**src/rtl/uart_tx_arb_if.sv**
```systemverilog
// uart_tx_arb_if: requester-side and UART-side handshake bundle for uart_tx_arb.
// The arbiter connects through the slave modport. The requesters and the UART
// transmitter (or a testbench standing in for them) connect through the master modport.
interface uart_tx_arb_if #(
  parameter int N_REQ = 2
);
  logic [N_REQ-1:0]   req_valid;
  logic [8*N_REQ-1:0] req_data;
  logic [N_REQ-1:0]   req_last;
  logic [N_REQ-1:0]   req_ready;
  logic               tx_valid;
  logic [7:0]         tx_data;
  logic               tx_ready;
  logic [N_REQ-1:0]   grant;
  logic               busy;

  modport master (
    output req_valid, req_data, req_last, tx_ready,
    input  req_ready, tx_valid, tx_data, grant, busy
  );

  modport slave (
    input  req_valid, req_data, req_last, tx_ready,
    output req_ready, tx_valid, tx_data, grant, busy
  );
endinterface

```
**src/rtl/uart_tx_arb.sv**
```systemverilog
// uart_tx_arb: message-granular round-robin arbiter in front of the UART transmitter.
// A requester owns the transmit path from its grant until it completes a byte
// marked last. Bytes pass through combinationally, and the arbiter stores no data.
// Optional feature: define UART_ARB_TIMEOUT_EN to release a grant after TIMEOUT
// consecutive cycles in which the owner offers no byte.
module uart_tx_arb #(
  parameter int N_REQ   = 2,
  parameter int TIMEOUT = 1024
) (
  input logic          clk,
  input logic          rst_n,
  uart_tx_arb_if.slave bus
);

  localparam int IDX_W = $clog2(N_REQ);

  if (N_REQ < 2 || N_REQ > 8 || TIMEOUT < 2) begin : g_bad_cfg
    $error("uart_tx_arb: N_REQ must be 2..8 and TIMEOUT at least 2");
  end

  typedef enum logic {IDLE, LOCK} state_t;

  state_t           state_q, state_d;
  logic [N_REQ-1:0] grant_q, grant_d;
  logic [IDX_W-1:0] owner_q, owner_d;
  logic [IDX_W-1:0] last_owner_q, last_owner_d;

  logic             sel_found;
  logic [IDX_W-1:0] sel_idx;
  logic [IDX_W-1:0] cand_idx;

  logic             owner_valid;
  logic             xfer;
  logic             timeout_hit;

  logic             tx_valid_c;
  logic [7:0]       tx_data_c;
  logic [N_REQ-1:0] req_ready_c;

  assign owner_valid = bus.req_valid[owner_q];
  assign xfer        = (state_q == LOCK) && owner_valid && bus.tx_ready;

  // Round-robin pick: the first valid requester at or after last_owner+1, with wraparound.
  always_comb begin
    // NOTE: every signal assigned in this block gets a default first, so no path leaves it unassigned and no latch is inferred.
    sel_found = 1'b0;
    sel_idx   = '0;
    cand_idx  = '0;
    for (int k = 1; k <= N_REQ; k++) begin
      cand_idx = IDX_W'((int'(last_owner_q) + k) % N_REQ);
      if (!sel_found && bus.req_valid[cand_idx]) begin
        sel_found = 1'b1;
        sel_idx   = cand_idx;
      end
    end
  end

  // Datapath mux: the owner reaches the UART, and everything is held at zero while idle.
  always_comb begin
    tx_valid_c  = 1'b0;
    tx_data_c   = 8'h00;
    req_ready_c = '0;
    if (state_q == LOCK) begin
      tx_valid_c           = owner_valid;
      tx_data_c            = bus.req_data[{owner_q, 3'b000} +: 8];
      req_ready_c[owner_q] = bus.tx_ready;
    end
  end

`ifdef UART_ARB_TIMEOUT_EN
  localparam int CNT_W = $clog2(TIMEOUT) + 1;

  logic [CNT_W-1:0] idle_cnt_q, idle_cnt_d;

  // Idle counter: counts owner cycles without a byte and fires on the TIMEOUT-th such cycle.
  always_comb begin
    idle_cnt_d  = '0;
    timeout_hit = 1'b0;
    if (state_q == LOCK && !owner_valid) begin
      if (idle_cnt_q == CNT_W'(TIMEOUT - 1)) begin
        timeout_hit = 1'b1;
      end else begin
        idle_cnt_d = idle_cnt_q + 1'b1;
      end
    end
  end

  // Idle counter register.
  always_ff @(posedge clk) begin
    if (!rst_n) begin
      idle_cnt_q <= '0;
    end else begin
      idle_cnt_q <= idle_cnt_d;
    end
  end
`else
  assign timeout_hit = 1'b0;
`endif

  // Next-state logic: grant on a pick, release on the last transfer or on a timeout.
  always_comb begin
    state_d      = state_q;
    grant_d      = grant_q;
    owner_d      = owner_q;
    last_owner_d = last_owner_q;
    case (state_q)
      IDLE: begin
        if (sel_found) begin
          state_d          = LOCK;
          owner_d          = sel_idx;
          grant_d          = '0;
          grant_d[sel_idx] = 1'b1;
        end
      end
      LOCK: begin
        if ((xfer && bus.req_last[owner_q]) || timeout_hit) begin
          state_d      = IDLE;
          grant_d      = '0;
          last_owner_d = owner_q;
        end
      end
      default: begin
        state_d = IDLE;
        grant_d = '0;
      end
    endcase
  end

  // State register. Reset is synchronous and leaves requester 0 first in line.
  always_ff @(posedge clk) begin
    // NOTE: registers take non-blocking assignments, so every flop samples pre-edge values whatever the block order.
    if (!rst_n) begin
      state_q      <= IDLE;
      grant_q      <= '0;
      owner_q      <= '0;
      last_owner_q <= IDX_W'(N_REQ - 1);
    end else begin
      state_q      <= state_d;
      grant_q      <= grant_d;
      owner_q      <= owner_d;
      last_owner_q <= last_owner_d;
    end
  end

  assign bus.tx_valid  = tx_valid_c;
  assign bus.tx_data   = tx_data_c;
  assign bus.req_ready = req_ready_c;
  assign bus.grant     = grant_q;
  assign bus.busy      = (state_q == LOCK);

endmodule
```
**src/flat_wrapper.sv**
```systemverilog
// flat-port wrapper written by rule: the top's interface ports become plain ports
module uart_tx_arb_flat 
#(
  parameter int N_REQ   = 2,
  parameter int TIMEOUT = 1024
)
  (clk, rst_n, bus_req_valid, bus_req_data, bus_req_last, bus_tx_ready, bus_req_ready, bus_tx_valid, bus_tx_data, bus_grant, bus_busy);
  uart_tx_arb_if #(.N_REQ(N_REQ)) bus_i ();
  input logic clk;
  input logic rst_n;
  input wire logic [$bits(bus_i.req_valid)-1:0] bus_req_valid;
  input wire logic [$bits(bus_i.req_data)-1:0] bus_req_data;
  input wire logic [$bits(bus_i.req_last)-1:0] bus_req_last;
  input wire logic [$bits(bus_i.tx_ready)-1:0] bus_tx_ready;
  output wire logic [$bits(bus_i.req_ready)-1:0] bus_req_ready;
  output wire logic [$bits(bus_i.tx_valid)-1:0] bus_tx_valid;
  output wire logic [$bits(bus_i.tx_data)-1:0] bus_tx_data;
  output wire logic [$bits(bus_i.grant)-1:0] bus_grant;
  output wire logic [$bits(bus_i.busy)-1:0] bus_busy;
  assign bus_i.req_valid = bus_req_valid;
  assign bus_i.req_data = bus_req_data;
  assign bus_i.req_last = bus_req_last;
  assign bus_i.tx_ready = bus_tx_ready;
  assign bus_req_ready = bus_i.req_ready;
  assign bus_tx_valid = bus_i.tx_valid;
  assign bus_tx_data = bus_i.tx_data;
  assign bus_grant = bus_i.grant;
  assign bus_busy = bus_i.busy;
  uart_tx_arb #(.N_REQ(N_REQ), .TIMEOUT(TIMEOUT)) u_core (.clk(clk), .rst_n(rst_n), .bus(bus_i));
endmodule
```
**config.mk**
```make
export PLATFORM = sky130hd
export DESIGN_NAME = uart_tx_arb_flat
export DESIGN_NICKNAME = d
export VERILOG_FILES = /design/src/rtl/uart_tx_arb_if.sv /design/src/rtl/uart_tx_arb.sv /design/src/flat_wrapper.sv
export SDC_FILE = /design/constraint.sdc
export NUM_CORES = 1
export LEC_CHECK = 0
export CORE_UTILIZATION = 31
export DETAILED_ROUTE_END_ITERATION = 10
export GPL_ROUTABILITY_DRIVEN = 0
export GPL_TIMING_DRIVEN = 0
export HOLD_SLACK_MARGIN = 0.1
export PLACE_DENSITY_LB_ADDON = 0.05
export SYNTH_ARGS = -nofsm -noshare
export SYNTH_HDL_FRONTEND = slang
export SYNTH_SLANG_ARGS = --single-unit
```
**constraint.sdc**
```tcl
create_clock -name clk -period 3.7 [get_ports clk]
set_input_delay 1.11 -clock clk [delete_from_list [all_inputs] [get_ports clk]]
set_output_delay 1.11 -clock clk [all_outputs]
set_load 0.01 [all_outputs]
```
==> out/qor.yml, run 1 <==
sta:
  setup_tns_ps: 0
  worstMarginPinSlew_ps: 312
  finalClockSkew_ps: 0.161
  period_needed_ps: 3570
  period_share_pct: 96.4
  holdWs_ps: 468
  hold_viol: 0
  setup_viol: 0
  rsz0062_at_grt: "no"
  fmax_mhz: 280
  final_max_slew_viol_count: 0
  slew_headroom_pct: 79.2
min_path:
  hold_depth: 2
  hold_path.startpoint: "u_core.bus.grant[0]$_SDFFE_PN0P_"
  worstHoldEndpoint: "u_core.bus.grant[0]$_SDFFE_PN0P_"
  worstHoldPathType: "register to register"
power_and_ir_drop:
  power_frac_seq_pct: 27.3
  power_frac_clock_pct: 27.3
  intPower_uw: 168
  ir_worst_vdd_uv: 215
  power_frac_comb_pct: 45.4
  power_leakage_nw: 0.300
  switching_share_pct: 28.1
  power_density_nw_per_um2: 290
  switching_power_uw: 65.7
  p_total_uw: 234
worst_setup_path:
  reg2reg_depth: 4
  critPathArrivalTime_ps: 2460
  crit_type: "input port to primary output"
  path_max_fanout: 4
  path_delay_family: "buffers and inverters"
  crit_chain: "clkdlybuf4s50_1, mux2i_1, and2b_1, clkdlybuf4s50_1"
  cp.required_ps: 2590
  r2r_slack_ps: 2570
  slowest_delay_ps: 540
  start_kind: "input port"
  crit_top_cell: "clkdlybuf4s50_1"
  worstSetupEndpointType: "primary output"
  r2r_end: "u_core.last_owner_q$_SDFFE_PN1P_"
  r2r_start: "u_core.owner_q$_SDFFE_PN0P_"
  slowest_stage: "clkdlybuf4s50_1"
  crit_buf_inv: 2
clocking:
  insertion_delay_ps: 240
  cts_buffer_depth: 2
  hold_buffers: 0
  cts_sinks: 5
  root_buffer: "clkbuf_4"
  cts_buffers: 3
  post-cts-setup-buffers: 0
  htreeDepth: 1
  ctsResizeCount: 0
  clkTransAtPathRegs_ps: 40
  cts_tree: "built"
grt:
  grt_pass1_wl_um: 1740
  grt_max_degree: 11
  grt_pass1_vias: 449
  grt.total_usage_pct: 17.9
  grt-ovfl-total: 0
  antenna_found_initial: 0
synthesis:
  ys_seq_elements: 5
  synthCells: 48
  synthTopCellsByArea: "mux2i_1 (27%), dfxtp_1 (25%), nor2b_1 (12%)"
  ys_warn_count: 0
  yosysTopAreaCell: "mux2i_1"
  yosysMostFrequentCell: "mux2i_1"
  ys.flop_type: "dfxtp_1"
  ys_async_sr_fraction_pct: 0
  ys_seq_area_share_pct: 24.8
  synth_top_area_share_pct: 27.3
  synth_cell_type_count: 20
  synth_edf_count: 0
  syn_nets: 71
  syn_area_um2: 403
  syn_area_per_cell_um2: 8.39
  synth_common_cells: "mux2i_1 (11), nor2b_1 (8), dfxtp_1 (5)"
floorplanning:
  die_width_um: 38.1
  fp.dieArea_um2: 1450
  rows: 12
  die_h_um: 38.1
  coreArea_um2: 1160
  pin_count: 37
  initial_core_util_pct: 34.8
drt:
  vias: 493
  routed_via_density: 4.83
  dr.pass1.iters: 4
  drc: 0
  drtIter0Drc: 8
  wl_per_cell_um: 11.6
  antenna_left: 0
  drt_wl_total_um: 1190
placement:
  io_buffers: 36
  dp_hpwl_um: 972
cells_and_area:
  n_antenna_cell: 0
  n_fill_cell: 100
  syn_to_final_growth_pct: 100
  drive_gt1_share_pct: 6.82
  nNetsFinal: 112
flow_run:
  maxCapViolCount: 0
status:
  status: "finished clean"
[cell type report]
| class | instances | area [um2] | area share [%] |
|---|---|---|---|
| plain buffers | 3 | 20.0 | 2.48 |
| clock buffers | 4 | 26.3 | 3.26 |
| inverters | 1 | 3.75 | 0.465 |
| multi-input cells | 39 | 279 | 34.6 |
| flip-flops and latches | 5 | 100 | 12.4 |
| well taps | 14 | 17.5 | 2.17 |
| repair buffers | 36 | 360 | 44.7 |
[kinds of logic after synthesis]
group                  share of synthesized area (%)
buffers and inverters                           5.90
AO/OA/AOI/OAI                                   7.45
multiplexers                                    27.3
flip-flops                                      24.8
AND/OR/NAND/NOR                                 34.5
[power by group through the flow]
stage / registers [mW] / clock network [mW] / logic [mW]
2_1_floorplan: 0.0658 / 0 / 0.0436
3_3_place_gp: 0.0648 / 0 / 0.106
3_5_place_dp: 0.0650 / 0 / 0.107
4_1_cts: 0.0639 / 0.0658 / 0.108
5_1_grt: 0.0645 / 0.0699 / 0.115
6_report: 0.0639 / 0.0638 / 0.106
[state kept, by name, summed over array words and instances (netlist names)]
| signal | flops |
|---|---|
| u_core.bus.busy | 1 |
| u_core.owner_q | 1 |
| u_core.bus.grant | 2 |
| u_core.last_owner_q | 1 |
[tightest hold or removal path: stages, from the launching register on]
cell and delay [ps]:
dfxtp_1 300, nand3_1 60, o21ai_0 60
[routing by layer]
layer  track usage, %  up-vias  routed length, um
met2             32.2       26                592
li1                 -      247                  -
met3             9.88        2                117
met5                0        -                  0
met1             17.0      218                464
met4             5.36        0                 11
[per-stage QoR]
step / std cells / utilization, % / area, um2 / setup slack, ps
finish: 102 / 69.8 / 807 / 134
global placement: 98 / 67.5 / 781 / 153
CTS: 102 / 69.8 / 807 / 136
floorplan: 48 / - / 403 / 1140
detailed placement: 98 / 67.5 / 781 / 143
global route: 102 / 69.8 / 807 / 70.4
[worst max-delay path by stage]
stage	from	to	slack, ps	cells past startpoint
3_5_place_dp	bus_req_valid[0]	bus_tx_valid	140	4
4_1_cts	bus_req_valid[0]	bus_tx_valid	140	4
5_1_grt	bus_req_valid[0]	bus_tx_valid	70	4
2_1_floorplan	bus_req_valid[1]	bus_tx_valid	1140	2
6_report	bus_req_valid[0]	bus_tx_valid	130	4
3_3_place_gp	bus_req_valid[1]	bus_tx_valid	150	4
[layout by cell type, fill, tap and decap left out, types with 2 or more instances in the layout]
master	count
clkbuf_1	2
nor2_1	3
clkbuf_4	3
nor2b_1	8
clkdlybuf4s50_1	36
nand3_1	2
o22ai_1	2
mux2i_1	11
nand2_1	4
dfxtp_1	5
Power figures use the tool's default switching activity.
==> run 2: changes to the inputs <==
- ABC_AREA: default -> 0
- GPL_TIMING_DRIVEN: 0 -> 1
==> run 2 against run 1 <==
Net effect:
- worst setup slack got worse by 7.7 ps
- register-to-register slack got worse by 380 ps
- final cell count decreased by 2.9%
- critical path depth unchanged
- critical endpoint unchanged
- largest cell class unchanged
==> out/qor.yml, run 2 (synthesized netlist as in run 1, its figures left out) <==
sta:
  slew_headroom_pct: 55.6
  final_max_slew_viol_count: 0
  rsz0062_at_grt: "no"
  worstMarginPinSlew_ps: 666
  hold_viol: 0
  setup_tns_ps: 0
  finalClockSkew_ps: 5.03
  period_needed_ps: 3570
  fmax_mhz: 280
  setup_viol: 0
  period_share_pct: 96.6
grt:
  busiest_layer: "met2"
  grt-ovfl-total: 0
  use_met1_pct: 20.6
  grt_max_degree: 18
  grt.total_usage_pct: 18.3
  antenna_found_initial: 0
  grt_pass1_vias: 426
  grt_util_met2_pct: 28.8
  grt_pass1_wl_um: 1770
  use_met3_pct: 12.2
floorplanning:
  initial_core_util_pct: 34.8
  fp.dieArea_um2: 1450
  die_width_um: 38.1
  pin_count: 37
  die_h_um: 38.1
  coreArea_um2: 1160
  rows: 12
drt:
  drt_wl_total_um: 1120
  routed_via_density: 4.84
  wl_per_cell_um: 11.3
  dr.pass1.iters: 2
  drc: 0
  drtIter0Drc: 4
  vias: 479
  antenna_left: 0
worst_setup_path:
  crit_type: "input port to primary output"
  crit_top_cell: "clkdlybuf4s50_1"
  crit_buf_inv: 2
  start_kind: "input port"
  path_max_fanout: 4
  slowest_delay_ps: 520
  path_delay_family: "buffers and inverters"
  critPathArrivalTime_ps: 2460
  crit_chain: "clkdlybuf4s50_1, mux2i_1, and2b_1, clkdlybuf4s50_1"
  worstSetupEndpointType: "primary output"
  slowest_stage: "clkdlybuf4s50_1"
  cp.required_ps: 2590
placement:
  dpl.cell_count: 95
  place_area_um2: 761
  io_buffers: 36
status:
  status: "finished clean"
clocking:
  insertion_delay_ps: 240
  hold_buffers: 0
  htreeDepth: 1
  root_buffer: "clkbuf_4"
  post-cts-setup-buffers: 0
  clkTransAtPathRegs_ps: 40
  cts_tree: "built"
  cts_buffers: 3
  cts_buffer_depth: 2
  ctsResizeCount: 0
  cts_sinks: 5
cells_and_area:
  n_antenna_cell: 0
  largest_register_ffs: 2
  drive_gt1_share_pct: 4.71
  mostFrequentLayoutCell: "clkdlybuf4s50_1"
  stdcell_area_um2: 787
  fin_cells: 99
  syn_to_final_growth_pct: 95.3
  utilization_pct: 68.1
  nNetsFinal: 109
  final_cell_mix: "clkdlybuf4s50_1 (36), mux2i_1 (11), nor2b_1 (8), dfxtp_1 (5), nand2_1 (4)"
flow_run:
  maxCapViolCount: 0
power_and_ir_drop:
  p_total_uw: 230
  ir_worst_vdd_uv: 256
  power_leakage_nw: 0.287
  power_density_nw_per_um2: 292
min_path:
  worstHoldPathType: "register to register"
-- run 2: cell count changes in the layout (fill, tap and decap cells not counted) --
cell | before | now
buf_2 | 1 | 0
buf_6 | 1 | 0
clkbuf_1 | 2 | 1
-- run 2: area by class of cell --
type	count	area (um2)
Multi-Input combinational cell	39	279
Tap cell	14	17.5
Timing Repair Buffer	36	360
Inverter	1	3.75
Clock buffer	4	26.3
Fill cell	112	369
Sequential cell	5	100
-- run 2: worst paths after layout --
path	startpoint	end	slack [ps]	cells after the start
max	bus_req_valid[1]	bus_tx_valid	130	4
min	u_core.bus.grant[0]$_SDFFE_PN0P_	u_core.bus.grant[0]$_SDFFE_PN0P_	470	2
max reg2reg	u_core.owner_q$_SDFFE_PN0P_	u_core.last_owner_q$_SDFFE_PN1P_	2190	3
min reg2reg	u_core.bus.grant[0]$_SDFFE_PN0P_	u_core.bus.grant[0]$_SDFFE_PN0P_	470	2
-- run 2: worst min-delay path, cell delays in order, from the launching register on --
cell and delay (ps):
dfxtp_1 300, nand3_1 60, o21ai_0 60
-- run 2: routing by layer --
layer | up-vias | wire length [um]
met1 | 210 | 411
met4 | 0 | 0
met2 | 26 | 587
met5 | - | 0
li1 | 243 | -
met3 | 0 | 123
-- run 2: report_power, final --
part           total (mW)  internal, mW  switching, mW  leakage, nW
Sequential         0.0713        0.0593         0.0120       0.0412
Clock              0.0628        0.0408         0.0220       0.0150
Combinational      0.0958        0.0655         0.0303        0.231
-- run 2: per-stage QoR --
stage / hold slack (ps) / setup WS [ps]
floorplan: 491 / 1140
global placement: 456 / 135
detailed placement: 471 / 124
CTS: 479 / 115
global route: 510 / 74.7
finish: 470 / 126
==> run 3: changes to the inputs <==
- SLEW_MARGIN: default -> 20
==> results of run 3 <==
Same layout as run 2: the final DEF is identical, and so are final timing and power.
